`config.mk`:
```
export PLATFORM = sky130hd
export DESIGN_NAME = mux_rr_sched_flat
export DESIGN_NICKNAME = d
export VERILOG_FILES = /design/src/rtl/mux_rr_sched_if.sv /design/src/rtl/mux_rr_sched.sv /design/src/flat_wrapper.sv
export SDC_FILE = /design/constraint.sdc
export NUM_CORES = 1
export LEC_CHECK = 0
export CAP_MARGIN = 15
export CELL_PAD_IN_SITES_DETAIL_PLACEMENT = 1
export CELL_PAD_IN_SITES_GLOBAL_PLACEMENT = 1
export CORE_AREA = 4 4 43 48
export DETAILED_ROUTE_END_ITERATION = 12
export DIE_AREA = 0 0 47 52
export HOLD_SLACK_MARGIN = 0.12
export PLACE_DENSITY = 0.77
export SLEW_MARGIN = 40
export SYNTH_ARGS = -nofsm -noshare
export SYNTH_HDL_FRONTEND = slang
export SYNTH_SLANG_ARGS = --single-unit
```
`constraint.sdc`:
```
create_clock -name clk -period 5.65 [get_ports clk]
set_input_delay 0.8475 -clock clk [delete_from_list [all_inputs] [get_ports clk]]
set_output_delay 0.8475 -clock clk [all_outputs]
set_load 0.03 [all_outputs]
```
`src/rtl/mux_rr_sched_if.sv`:
```
// mux_rr_sched_if: request/grant bundle between the requesters and the round-robin mux scheduler
interface mux_rr_sched_if #(parameter int n = 2);
  logic [2**n-1:0] req;
  logic done;
  logic [n-1:0] sel;
  logic [2**n-1:0] gnt;
  logic busy;
  logic preempt;
  modport master(output req, done, input sel, gnt, busy, preempt);
  modport slave(input req, done, output sel, gnt, busy, preempt);
endinterface

```
`src/rtl/mux_rr_sched.sv`:
```
// mux_rr_sched: round-robin owner of a shared 2**n:1 mux with done/drop/hold-limit release
module mux_rr_sched #(
  parameter int n = 2,
  parameter int HOLD_MAX = 8
) (
  input logic clk,
  input logic rst_n,
  mux_rr_sched_if.slave bus
);
  localparam int NREQ = 2**n;
  localparam int CW = HOLD_MAX > 1 ? $clog2(HOLD_MAX) : 1;
  typedef enum logic {IDLE, GRANT} state_t;
  state_t state, state_d;
  logic [n-1:0] sel, sel_d, win, idx;
  logic [CW-1:0] cnt, cnt_d;
  logic pre, pre_d, hit, rel;
  // search starts just after the last winner and ends on it, so it is regranted only when alone
  always_comb begin
    win = sel;
    hit = 1'b0;
    idx = sel;
    for (int i = 1; i <= NREQ; i++) begin
      idx = sel + n'(i);
      if (!hit && bus.req[idx]) begin
        win = idx;
        hit = 1'b1;
      end
    end
  end
  always_comb begin
    state_d = state;
    sel_d = sel;
    cnt_d = cnt;
    pre_d = 1'b0;
    rel = bus.done | ~bus.req[sel] | (cnt == CW'(HOLD_MAX - 1));
    if (state == IDLE || rel) begin
      pre_d = (state == GRANT) & ~bus.done & bus.req[sel];
      state_d = hit ? GRANT : IDLE;
      sel_d = win;
      cnt_d = '0;
    end else cnt_d = cnt + 1'b1;
  end
  always_ff @(posedge clk or negedge rst_n)
    if (!rst_n) begin
      state <= IDLE;
      sel <= '1;
      cnt <= '0;
      pre <= 1'b0;
    end else begin
      state <= state_d;
      sel <= sel_d;
      cnt <= cnt_d;
      pre <= pre_d;
    end
  assign bus.sel = sel;
  assign bus.busy = state == GRANT;
  assign bus.gnt = state == GRANT ? NREQ'(1) << sel : '0;
  assign bus.preempt = pre;
endmodule

```
`src/flat_wrapper.sv`:
```
// flat-port wrapper written by rule: the top's interface ports become plain ports
module mux_rr_sched_flat 
#(
  parameter int n = 2,
  parameter int HOLD_MAX = 8
)
  (clk, rst_n, bus_req, bus_done, bus_sel, bus_gnt, bus_busy, bus_preempt);
  mux_rr_sched_if #(.n(n)) bus_i ();
  input logic clk;
  input logic rst_n;
  input wire logic [$bits(bus_i.req)-1:0] bus_req;
  input wire logic [$bits(bus_i.done)-1:0] bus_done;
  output wire logic [$bits(bus_i.sel)-1:0] bus_sel;
  output wire logic [$bits(bus_i.gnt)-1:0] bus_gnt;
  output wire logic [$bits(bus_i.busy)-1:0] bus_busy;
  output wire logic [$bits(bus_i.preempt)-1:0] bus_preempt;
  assign bus_i.req = bus_req;
  assign bus_i.done = bus_done;
  assign bus_sel = bus_i.sel;
  assign bus_gnt = bus_i.gnt;
  assign bus_busy = bus_i.busy;
  assign bus_preempt = bus_i.preempt;
  mux_rr_sched #(.n(n), .HOLD_MAX(HOLD_MAX)) u_core (.clk(clk), .rst_n(rst_n), .bus(bus_i));
endmodule
```
==> out/results.ini <==
[run_status]
outcome=complete, no violations

[finish]
fin_util=0.480
multi_input_area_sq_um=384
areaGrowthSynthToFinish_pct=27.1
seqCellArea_sq_um=178
n_fill_cell=178
num_antenna_cells=0
final_cell_mix=clkdlybuf4s50_1 (14), ha_1 (6), dfrtp_1 (5), and2_1 (4)
final_common_cell=clkdlybuf4s50_1
layout-drive-gt1-share=0.221
layout.nets=82

[synth]
ys_top_cells_by_area=dfrtp_1 (21%), ha_1 (13%), dfstp_2 (8.8%), mux4_2 (7.6%), mux2i_1 (5.0%)
syn_area_per_cell_sq_um=11.0
synth_top_area_cell=dfrtp_1
syn-instance-count=54
yosysSeqAreaShare=0.298
yosysWarnings=0
syn_nets=67
syn_area_sq_um=596
ys_ff_latch=7
synth_cell_types=28
synth_top_area_share=0.210

[floorplan]
die_area_sq_um=2440
placementRows=15
floorplan.die.width_um=47
die_h_um=52
core_area_sq_um=1580
num_io_pins=15
initial_core_util=0.378

[power_and_ir_drop]
peakVddDrop_mv=0.204
leakage_nw=0.336
power_uw=392
power.density_nw_per_um2=518

[detailed_routing]
avgRoutedWirePerCell_um=14.6
antenna_left=0
viasPerCell=5.51
first_pass_iters=3
drt_iter0_markers=2
wl_um=1250
drc=0
num_vias=468

[placement]
place_congestion=0.754
hpwl_um=956
port_buffers=14

[setup_path]
worstPathArrival_ns=2.05
worst-path-max-fanout=13
start_kind=register
worst-endpoint-required_ns=4.80
end_kind=primary output
crit_type=reg2out

[run]
maxCapViolations=0

[clocking]
cts.sinks=7
tritoncts=done
holdBufCountCts=0
clkLatencyLatePin_ns=0.25
cts_setup_buffers=0
clockRootBuffer=clkbuf_4
cts_buffers=3
cts.reportedPaths.clkPinSlew_ns=0.05
cts_resized=0
clockBufferDepth=2
h-tree-depth=1

[timing]
hold_viol=0
drv_slew=0
min_period_over_period=0.513
rsz0062_at_grt=no
fin_worst_skew_ns=0.00367
setup_viol=0
fin_crit_ns=2.90
tightest_slew_ns=0.517
max_freq_ghz=0.345
slew_headroom=0.655
setup_tns_ns=0

[grt]
grt_overflow=0
grt_antenna_before_repair=0
grt_pass1_vias=475
track_usage=0.113
grt_max_degree=14
grt_pass1_wl_um=1990

[hold_path]
hp-class=reg2reg

logic make-up (layout without fill, tap and decap cells):
kind of cell             Yosys count  after routing  share of synthesized area
adder cells (fa/ha/maj)            6              6                      0.126
multiplexers                       8              8                      0.208
AND/OR/NAND/NOR                   17             17                      0.195
buffers and inverters              6             20                     0.0567
flip-flops                         7              7                      0.298
AO/OA/AOI/OAI                     10             10                      0.116
critical path: stages, from the launching register on:
cell	delay, ns
dfstp_2	0.69
inv_1	0.16
ha_1	0.22
and2_1	0.14
clkdlybuf4s50_1	0.59
cells in the mapped netlist:
cell type,number
buf_2,3
dfstp_2,2
nand2_1,2
dfrtp_1,5
nor2_1,3
buf_6,1
o21a_1,1
and2_1,4
ha_1,6
mux4_2,2
o21ai_0,1
a31oi_1,1
mux2_2,2
and3_2,2
nand2b_1,1
a311oi_1,1
and4b_2,2
a21oi_1,2
nor3b_1,1
a211oi_1,1
and4bb_2,1
a22oi_1,1
o32ai_1,1
mux4_1,1
inv_1,2
o21bai_1,1
and2_4,1
mux2i_1,3
power by group:
group | switching (mW) | internal [mW] | total (mW) | leakage, nW
Sequential | 0.0267 | 0.0686 | 0.0953 | 0.0850
Combinational | 0.126 | 0.125 | 0.252 | 0.236
Clock | 0.0182 | 0.0269 | 0.0451 | 0.0150
Total | 0.171 | 0.221 | 0.392 | 0.336
layout make-up:
cell class | count | area share
clock buffer | 4 | 0.0347
inverter | 2 | 0.00992
timing repair buffer | 14 | 0.185
sequential | 7 | 0.235
tap | 17 | 0.0281
multi-input combinational | 41 | 0.507
stage by stage:
stage	cells	worst slack (ns)	instance area, sq um	hold WS, ns
after floorplan	54	3.48	596	0.408
after global placement	81	3.05	731	0.425
after detailed placement	81	3.01	731	0.430
after CTS	85	2.74	757	0.437
after global routing	85	2.65	757	0.452
final	85	2.75	757	0.438
sequential cells by signal, summed over array words and instances (netlist names):
signal / cells
u_core.cnt: 3
u_core.bus.sel: 2
u_core.bus.busy: 1
u_core.bus.preempt: 1
metal layers:
layer / global-route usage / vias to the layer above / share of wire
li1: - / 228 / -
met1: 0.137 / 228 / 0.45
met2: 0.183 / 10 / 0.49
met3: 0.0138 / 2 / 0.041
met4: 0.0691 / 0 / 0.016
met5: 0 / - / 0
final timing paths:
path	cells past startpoint	startpoint	end	slack [ns]
setup / recovery	4	u_core.bus.sel[0]	bus_gnt[0]	2.75
hold / removal	1	u_core.cnt[0]	u_core.cnt[0]	0.44
setup reg to reg	6	u_core.bus.sel[0]	u_core.bus.sel[1]	3.47
hold reg to reg	1	u_core.cnt[0]	u_core.cnt[0]	0.44
max in group asynchronous	1	rst_n	u_core.bus.sel[1]	4.51
min in group asynchronous	1	rst_n	u_core.cnt[2]	0.85
Power figures use the tool's default switching activity.
